File: src/rtl/restador_display_mux_pkg.sv
// Shared types and constants for the restador_display_mux subtractor/readout.
package restador_pkg;

  typedef enum logic [1:0] {
    IDLE = 2'd0,
    CONV = 2'd1,
    DONE = 2'd2
  } state_t;

  // Active-low segment patterns, bit order {g,f,e,d,c,b,a}
  localparam logic [6:0] SEG_0     = 7'b1000000;
  localparam logic [6:0] SEG_1     = 7'b1111001;
  localparam logic [6:0] SEG_2     = 7'b0100100;
  localparam logic [6:0] SEG_3     = 7'b0110000;
  localparam logic [6:0] SEG_4     = 7'b0011001;
  localparam logic [6:0] SEG_5     = 7'b0010010;
  localparam logic [6:0] SEG_6     = 7'b0000010;
  localparam logic [6:0] SEG_7     = 7'b1111000;
  localparam logic [6:0] SEG_8     = 7'b0000000;
  localparam logic [6:0] SEG_9     = 7'b0010000;
  localparam logic [6:0] SEG_MINUS = 7'b0111111;
  localparam logic [6:0] SEG_BLANK = 7'b1111111;

  function automatic int bcd_width(input int digits);
    return 4 * digits;
  endfunction

  function automatic logic [6:0] seg_digit(input logic [3:0] d);
    case (d)
      4'd0:    return SEG_0;
      4'd1:    return SEG_1;
      4'd2:    return SEG_2;
      4'd3:    return SEG_3;
      4'd4:    return SEG_4;
      4'd5:    return SEG_5;
      4'd6:    return SEG_6;
      4'd7:    return SEG_7;
      4'd8:    return SEG_8;
      4'd9:    return SEG_9;
      default: return SEG_BLANK;
    endcase
  endfunction

endpackage

File: src/rtl/restador_display_mux_bin2bcd_seq.sv
// Sequential double-dabble: one add-3/shift iteration per clock, WIDTH iterations.
module bin2bcd_seq
  import restador_pkg::*;
#(
  parameter int WIDTH  = 8,
  parameter int DIGITS = 3
) (
  input  logic                           clk,
  input  logic                           rst,
  input  logic                           load,
  input  logic [WIDTH-1:0]               bin,
  output logic [bcd_width(DIGITS)-1:0]   bcd,
  output logic                           finished
);

  localparam int BCD_W = bcd_width(DIGITS);
  localparam int CNT_W = $clog2(WIDTH + 1);

  logic [WIDTH-1:0]       bin_q;
  logic [BCD_W-1:0]       bcd_q;
  logic [CNT_W-1:0]       cnt;
  logic [BCD_W+WIDTH-1:0] work;
  logic [BCD_W+WIDTH-1:0] shifted;

  // One double-dabble step: correct every nibble >= 5, then shift the whole word left
  always_comb begin
    work = {bcd_q, bin_q};
    for (int i = 0; i < DIGITS; i++) begin
      if (work[WIDTH+4*i +: 4] >= 4'd5)
        work[WIDTH+4*i +: 4] = work[WIDTH+4*i +: 4] + 4'd3;
    end
    shifted = work << 1;
  end

  // Load the operand, then iterate until the remaining-step counter reaches zero
  always_ff @(posedge clk) begin
    if (rst) begin
      bin_q <= '0;
      bcd_q <= '0;
      cnt   <= '0;
    end else if (load) begin
      bin_q <= bin;
      bcd_q <= '0;
      cnt   <= CNT_W'(WIDTH);
    end else if (cnt != '0) begin
      {bcd_q, bin_q} <= shifted;
      cnt            <= cnt - 1'b1;
    end
  end

  assign bcd      = bcd_q;
  assign finished = (cnt == '0);

endmodule

File: src/rtl/restador_display_mux.sv
// Sequential unsigned subtractor with BCD conversion and a multiplexed
// common-anode 7-segment readout (sign position plus DIGITS digits).
// Optional: define LEADING_ZERO_BLANK_EN to blank digits above the most
// significant nonzero digit (the least significant digit always shows).
module restador_display_mux
  import restador_pkg::*;
#(
  parameter int WIDTH    = 8,
  parameter int DIGITS   = 3,
  parameter int SCAN_DIV = 50000
) (
  input  logic              clk,
  input  logic              rst,
  input  logic              start,
  input  logic [WIDTH-1:0]  A,
  input  logic [WIDTH-1:0]  B,
  output logic              busy,
  output logic              done,
  output logic              borrow,
  output logic [WIDTH-1:0]  magnitude,
  output logic [6:0]        seg,
  output logic [DIGITS:0]   an
);

  localparam int BCD_W = bcd_width(DIGITS);
  localparam int IDX_W = $clog2(DIGITS + 1);
  localparam int CNT_W = $clog2(SCAN_DIV);
  localparam logic [IDX_W-1:0] LAST_IDX = IDX_W'(DIGITS);
  localparam logic [CNT_W-1:0] LAST_CNT = CNT_W'(SCAN_DIV - 1);

  state_t             state;
  logic [WIDTH:0]     diff_ab;
  logic               a_lt_b;
  logic [WIDTH-1:0]   mag_next;
  logic               load;
  logic [BCD_W-1:0]   conv_bcd;
  logic               conv_finished;
  logic [BCD_W-1:0]   disp_bcd;
  logic               disp_sign;
  logic [CNT_W-1:0]   scan_cnt;
  logic [IDX_W-1:0]   digit_idx;
  logic [DIGITS-1:0]  lz_blank;
  logic [3:0]         cur_nib;
  logic               cur_blank;

  // The extra top bit of the widened difference is the borrow
  assign diff_ab  = {1'b0, A} - {1'b0, B};
  assign a_lt_b   = diff_ab[WIDTH];
  assign mag_next = a_lt_b ? (B - A) : diff_ab[WIDTH-1:0];
  assign load     = (state == IDLE) && start;

  bin2bcd_seq #(
    .WIDTH  (WIDTH),
    .DIGITS (DIGITS)
  ) u_bin2bcd (
    .clk      (clk),
    .rst      (rst),
    .load     (load),
    .bin      (mag_next),
    .bcd      (conv_bcd),
    .finished (conv_finished)
  );

  // Control FSM: capture operands, wait for conversion, publish result to display
  always_ff @(posedge clk) begin
    if (rst) begin
      state     <= IDLE;
      busy      <= 1'b0;
      done      <= 1'b0;
      borrow    <= 1'b0;
      magnitude <= '0;
      disp_bcd  <= '0;
      disp_sign <= 1'b0;
    end else begin
      done <= 1'b0;
      case (state)
        IDLE: begin
          if (start) begin
            borrow    <= a_lt_b;
            magnitude <= mag_next;
            busy      <= 1'b1;
            state     <= CONV;
          end
        end
        CONV: begin
          if (conv_finished) begin
            busy      <= 1'b0;
            done      <= 1'b1;
            disp_bcd  <= conv_bcd;
            disp_sign <= borrow;
            state     <= DONE;
          end
        end
        DONE:    state <= IDLE;
        default: state <= IDLE;
      endcase
    end
  end

  // Free-running scan: each position stays lit for SCAN_DIV cycles
  always_ff @(posedge clk) begin
    if (rst) begin
      scan_cnt  <= '0;
      digit_idx <= '0;
    end else if (scan_cnt == LAST_CNT) begin
      scan_cnt  <= '0;
      digit_idx <= (digit_idx == LAST_IDX) ? '0 : digit_idx + 1'b1;
    end else begin
      scan_cnt <= scan_cnt + 1'b1;
    end
  end

`ifdef LEADING_ZERO_BLANK_EN
  logic seen_nz;

  // Blank every digit above the most significant nonzero one; digit 0 always shows
  always_comb begin
    lz_blank = '0;
    seen_nz  = 1'b0;
    for (int i = DIGITS - 1; i >= 1; i--) begin
      if (disp_bcd[4*i +: 4] != 4'd0) seen_nz = 1'b1;
      lz_blank[i] = !seen_nz;
    end
  end
`else
  assign lz_blank = '0;
`endif

  // Pick the nibble and blanking flag for the currently scanned digit
  always_comb begin
    cur_nib   = '0;
    cur_blank = 1'b0;
    for (int i = 0; i < DIGITS; i++) begin
      if (digit_idx == IDX_W'(i)) begin
        cur_nib   = disp_bcd[4*i +: 4];
        cur_blank = lz_blank[i];
      end
    end
  end

  // Drive one anode low and its segment pattern; everything dark during reset
  always_comb begin
    seg = SEG_BLANK;
    an  = '1;
    if (!rst) begin
      an[digit_idx] = 1'b0;
      if (digit_idx == LAST_IDX) seg = disp_sign ? SEG_MINUS : SEG_BLANK;
      else if (!cur_blank)       seg = seg_digit(cur_nib);
    end
  end

endmodule

File: config.mk
export PLATFORM = sky130hd
export DESIGN_NAME = restador_display_mux
export DESIGN_NICKNAME = d
export VERILOG_FILES = /design/src/rtl/restador_display_mux_pkg.sv /design/src/rtl/restador_display_mux_bin2bcd_seq.sv /design/src/rtl/restador_display_mux.sv
export SDC_FILE = /design/constraint.sdc
export NUM_CORES = 1
export LEC_CHECK = 0
export CORE_ASPECT_RATIO = 1.5
export CORE_UTILIZATION = 55
export CTS_CLUSTER_DIAMETER = 30
export DETAILED_ROUTE_END_ITERATION = 6
export PLACE_DENSITY = 0.86
export SKIP_CTS_REPAIR_TIMING = 1
export SLEW_MARGIN = 5
export SYNTH_ARGS = -nofsm -noshare
export SYNTH_HDL_FRONTEND = slang
export SYNTH_SLANG_ARGS = --single-unit
File: constraint.sdc
create_clock -name clk -period 4.5 [get_ports clk]
set_input_delay 0.9 -clock clk [delete_from_list [all_inputs] [get_ports clk]]
set_output_delay 0.9 -clock clk [all_outputs]
set_load 0.02 [all_outputs]
==> results.py, run 1 <==
metrics = {
    "run_status": {
        "failed_checks": "design-rule violations",
        "status": "complete, but fails checks",
    },
    "clock_tree": {
        "cts_buffer_depth": 2,
        "clockRootBuffer": "clkbuf_8",
        "cts_buffers": 9,
        "cts_tree": "yes",
        "cts-htree-levels": 3,
        "clk_pin_slew_worst_paths_ps": 60,
        "insertion_delay_ps": 350,
        "cts_sinks": 68,
    },
    "final_layout": {
        "diodes": 0,
        "finish.utilization_pct": 65.8,
        "fin_cells": 608,
        "drive_gt1_share_pct": 5.66,
        "nNetsFinal": 577,
        "multi_input_area_um2": 2360,
        "fill_cells": 580,
        "area_delta_synth_final_pct": 15.7,
        "regArea_um2": 1360,
    },
    "power_and_ir_drop": {
        "vdd_drop_max_mv": 0.197,
        "leakage_nw": 1.79,
        "power_density_nw_per_um2": 393,
    },
    "synth": {
        "postSynthCellCount": 492,
        "synth-edff-count": 0,
        "synthArstFlopShare_pct": 0,
        "yosysSeqAreaShare_pct": 34.7,
        "ys.flop_type": "dfxtp_1",
        "ys_seq_elements": 68,
        "syn-cell-area_um2": 3920,
        "postSynthAreaPerCell_um2": 7.97,
        "ys_types": 57,
        "yosysWarnings": 0,
        "synth_nets": 543,
    },
    "sta": {
        "drv_slew": 0,
        "post-route-period-util_pct": 86.4,
        "skew_ps": 3.70,
        "worstMarginPinSlew_ps": 783,
        "hold_viol": 0,
        "period_needed_ps": 3890,
        "relSlewSlack_pct": 47.8,
        "rsz0062_at_grt": "no",
        "max_freq_mhz": 257,
        "setup-violations-final": 0,
        "finalSetupTns_ps": 0,
    },
    "floorplan": {
        "initial_core_util_pct": 56.8,
        "io_pins": 41,
        "coreArea_um2": 6900,
        "die_w_um": 70.9,
        "placementRows": 37,
        "die_h_um": 105,
        "dieArea_um2": 7480,
    },
    "worst_setup_path": {
        "path_delay_family": "buffers and inverters",
        "path_class": "flop to output pin",
        "start_kind": "flop",
        "crit_fanout": 9,
        "reg2reg_slack_ps": 2020,
        "path_cells": "inv_1, ha_1, and3b_1, a21oi_1, o21ai_1, and2_1, nor3_1, o311ai_0, clkdlybuf4s50_1",
        "reg2reg_depth": 6,
        "worst-path-buf-inv": 2,
        "worstReg2RegStart": "u_bin2bcd.cnt[0]",
        "endpoint_kind": "output pin",
        "cp.arrival_ps": 2990,
        "cpPeakStageDelay_ps": 670,
        "r2r-end": "disp_bcd[0]",
        "crit_slowest_cell": "clkdlybuf4s50_1",
        "critical_path_required_ps": 3600,
    },
    "placement": {
        "dp_cells": 593,
        "port_buffers": 40,
        "dp_hpwl_um": 6370,
        "gp_congestion": 0.942,
    },
    "detailed_routing": {
        "routedWlPerCell_um": 13.9,
        "drcViolationCount": 8,
        "ant_nets": 0,
        "dr.pass1.iters": 6,
        "drtIter0Drc": 206,
        "viasPerCell": 5.69,
        "vias": 3462,
        "wl_um": 8470,
    },
    "min_path": {
        "min_path_cells": 1,
        "min-delay-path-class": "flop to flop",
        "min_to": "scan_cnt[0]",
        "hp-start": "scan_cnt[0]",
    },
    "global_route": {
        "grt_overflow": 0,
        "grt_usage_pct": 24.5,
        "grt_max_degree": 32,
        "antenna_found_initial": 0,
        "grt_pass1_vias": 3469,
        "grt_pass1_wl_um": 14600,
    },
    "job": {
        "maxCapViolations": 0,
    },
}
==> flip-flops by register name, summed over array words and instances, names as in the netlist, 2 cells and up <==
| register | count |
|---|---|
| scan_cnt | 16 |
| disp_bcd | 12 |
| u_bin2bcd.bcd | 12 |
| magnitude | 8 |
| u_bin2bcd.bin_q | 8 |
| u_bin2bcd.cnt | 4 |
| digit_idx | 2 |
| state | 2 |
==> cells in the mapped netlist (all sizes together), types with 7 or more instances <==
| cell | count | share of area, % |
|---|---|---|
| inv | 36 | 3.4 |
| a211oi | 7 | 1.7 |
| o21ai | 24 | 3.1 |
| nand2b | 12 | 1.9 |
| xnor2 | 11 | 2.5 |
| nand2 | 77 | 7.4 |
| nand3 | 8 | 1.0 |
| xor2 | 7 | 1.6 |
| dfxtp | 68 | 35 |
| ha | 30 | 9.6 |
| a21oi | 49 | 6.3 |
| clkbuf | 16 | 1.5 |
| nor3 | 11 | 1.4 |
| nor2 | 47 | 4.5 |
==> kinds of logic after synthesis <==
| group | after synthesis | synth area share [%] |
|---|---|---|
| AOI/OAI and AO/OA | 123 | 20.9 |
| muxes | 5 | 1.31 |
| and+or+nand+nor | 191 | 23.1 |
| adders and majority gates | 32 | 10.6 |
| DFF | 68 | 34.7 |
| xor gates and xnor gates | 18 | 4.02 |
| buffers and inverters | 55 | 5.27 |
==> through the flow <==
step                area, µm²  total power, mW  hold slack, ps  setup WS (ps)
CTS                      4540             1.79             452            630
detailed placement       4370             1.36             443            980
finish                   4540             1.78             446            614
global placement         4370             1.34             428           1030
global route             4540             1.89             468            395
floorplan                3920             1.19             418           1500
==> final cells by class <==
type                            instances  area share [%]
Clock inverter                          2           0.221
Inverter                               36            2.98
Timing Repair Buffer                   42            9.16
Tap cell                               78            2.15
Multi-Input combinational cell        369            52.0
Clock buffer                           13            3.50
Sequential cell                        68            30.0
==> metal layers <==
metal / track usage (%) / up-vias / wire length [µm]
li1: - / 1753 / -
met1: 25.1 / 1602 / 3410
met2: 45.0 / 86 / 4480
met3: 4.30 / 21 / 306
met4: 15.3 / 0 / 276
met5: 0 / - / 0
==> report_power, final <==
group / switching [mW] / internal [mW]
Sequential: 0.0564 / 0.674
Clock: 0.212 / 0.225
Combinational: 0.373 / 0.241
Total: 0.641 / 1.14
==> how the worst max path moves through the flow <==
| stage | from | endpoint | slack (ps) | cells after the start |
|---|---|---|---|---|
| finish | digit_idx[1] | seg[3] | 610 | 9 |
| global route | digit_idx[1] | seg[6] | 400 | 9 |
| CTS | digit_idx[1] | seg[3] | 630 | 9 |
| detailed placement | rst | seg[3] | 980 | 4 |
| global placement | rst | seg[6] | 1030 | 4 |
| floorplan | digit_idx[1] | seg[3] | 1500 | 7 |
==> cells in the final DEF, fill, tap and decap left out, types with 3 or more instances in the layout <==
cell type        Yosys  routed
xor2_1               7       7
o221ai_1             4       4
mux2i_1              4       4
a21o_1               3       3
nand2_1             77      77
nand2b_1            12      12
dfxtp_1             68      68
clkdlybuf4s50_1      0      40
inv_1               36      36
or3_1                5       5
o21ai_0             22      22
ha_1                30      30
o21a_1               6       6
nand4_1              3       3
a221o_1              3       3
a21oi_1             49      49
nor3b_1              4       3
and2_1               3       3
a211oi_2             3       3
a31o_2               3       3
clkbuf_8             0      11
and3b_1              4       4
nor3_1              11      11
nor2_1              47      47
xnor2_1             11      11
a211oi_1             4       4
nor2b_1              5       5
nand3_1              8       8
Power figures use the tool's default switching activity.
==> inputs of run 2 (changes only) <==
- SETUP_SLACK_MARGIN: not set -> 0.15
==> results of run 2 <==
Same layout as run 1: the final DEF is identical, and so are final timing and power.
==> inputs of run 3 (changes only) <==
- MAX_ROUTING_LAYER: not set -> met4
==> results.py, run 3 (same netlist as run 1, synthesis figures left out) <==
metrics = {
    "detailed_routing": {
        "dr.pass1.iters": 7,
        "ant_nets": 0,
        "drtIter0Drc": 185,
        "route.met2.wl_um": 4490,
        "routedWlPerCell_um": 13.7,
        "dr.max_layer_used": "met4",
        "wl_um": 8280,
        "vias": 3521,
        "wl_met3_um": 290,
        "drcViolationCount": 2,
        "met1_length_um": 3220,
        "viasPerCell": 5.82,
    },
    "clock_tree": {
        "cts_buffer_depth": 2,
        "insertion_delay_ps": 350,
        "cts_tree": "yes",
        "clockRootBuffer": "clkbuf_8",
        "cts-htree-levels": 3,
        "clk_pin_slew_worst_paths_ps": 60,
        "cts_buffers": 9,
        "cts_sinks": 68,
    },
    "sta": {
        "skew_ps": 5.82,
        "period_needed_ps": 3990,
        "max_freq_mhz": 251,
        "setup-violations-final": 0,
        "post-route-period-util_pct": 88.6,
        "hold_viol": 0,
        "worstMarginPinSlew_ps": 766,
        "rsz0062_at_grt": "no",
        "relSlewSlack_pct": 48.7,
        "hold_slack_ps": 445,
        "finalSetupTns_ps": 0,
        "drv_slew": 0,
    },
    "power_and_ir_drop": {
        "leakage_nw": 1.78,
        "vdd_drop_max_mv": 0.254,
        "power_density_nw_per_um2": 386,
        "power_mw": 1.74,
    },
    "floorplan": {
        "die_w_um": 70.9,
        "initial_core_util_pct": 56.8,
        "placementRows": 37,
        "io_pins": 41,
        "coreArea_um2": 6900,
        "die_h_um": 105,
        "dieArea_um2": 7480,
    },
    "final_layout": {
        "top_register": "scan_cnt",
        "largest_reg_flops": 16,
        "drive_gt1_share_pct": 5.12,
        "fill_cells": 602,
        "nNetsFinal": 577,
        "regArea_um2": 1360,
        "diodes": 0,
        "final_common_cell": "nand2_1",
        "area_delta_synth_final_pct": 15.1,
        "multi_input_area_um2": 2360,
        "layout_common_cells": "nand2_1, dfxtp_1, a21oi_1",
    },
    "worst_setup_path": {
        "endpoint_kind": "output pin",
        "worst-path-buf-inv": 3,
        "crit_fanout": 9,
        "path_delay_family": "buffers and inverters",
        "path_class": "flop to output pin",
        "crit_slowest_cell": "clkdlybuf4s50_1",
        "path_cells": "inv_1, ha_1, and3b_1, a21oi_1, o21ai_1, ha_1, inv_1, o21ai_0, o311ai_0, clkdlybuf4s50_1",
        "critical_path_required_ps": 3600,
        "start_kind": "flop",
        "cp.arrival_ps": 3090,
        "cpPeakStageDelay_ps": 670,
    },
    "global_route": {
        "antenna_found_initial": 0,
        "grt_overflow": 0,
        "grt_pass1_wl_um": 14200,
        "grt_usage_pct": 24.6,
        "grt_pass1_vias": 3457,
        "grt_max_degree": 32,
    },
    "placement": {
        "gp_congestion": 0.959,
        "dp_hpwl_um": 6390,
        "port_buffers": 40,
    },
    "run_status": {
        "status": "complete, but fails checks",
        "failed_checks": "design-rule violations",
    },
    "min_path": {
        "min-delay-path-class": "flop to flop",
    },
    "job": {
        "maxCapViolations": 0,
    },
}
run 3: changes by cell type in the layout (fill, tap and decap cells not counted), sizes merged:
cell | previous run | this run
clkbuf | 13 | 12
clkinv | 2 | 0
run 3: layout make-up:
type	count	share of cell area, %
timing repair buffer	42	9.21
inverter	36	3.00
sequential	68	30.2
multi-input combinational	369	52.2
clock buffer	12	3.22
tap	78	2.16
run 3: worst paths after layout:
check	from	to	slack, ps	cells past startpoint
worst min-delay path	scan_cnt[0]	scan_cnt[0]	440	1
worst max register to register	u_bin2bcd.cnt[0]	disp_bcd[0]	2050	6
worst max-delay path	digit_idx[1]	seg[3]	510	10
worst min register to register	scan_cnt[0]	scan_cnt[0]	440	1
run 3: report_power, final:
part / switching (mW) / leakage, nW / internal, mW
combinational: 0.372 / 1.15 / 0.241
sequential: 0.0561 / 0.553 / 0.674
clock: 0.197 / 0.0743 / 0.203
run 3: metrics by stage:
step,area (µm²),cells,util [%],setup slack [ps]
2_1_floorplan,3920,492,-,1500
3_3_place_gp,4370,593,63.3,1020
3_5_place_dp,4370,593,63.3,901
4_1_cts,4510,605,65.4,506
5_1_grt,4510,605,65.4,324
6_report,4510,605,65.4,512
run 3: layer usage:
| metal | vias up | GRT usage [%] |
|---|---|---|
| met4 | 0 | 14.6 |
| li1 | 1759 | - |
| met3 | 22 | 5.26 |
| met1 | 1657 | 24.0 |
| met2 | 83 | 44.2 |
| met5 | - | - |
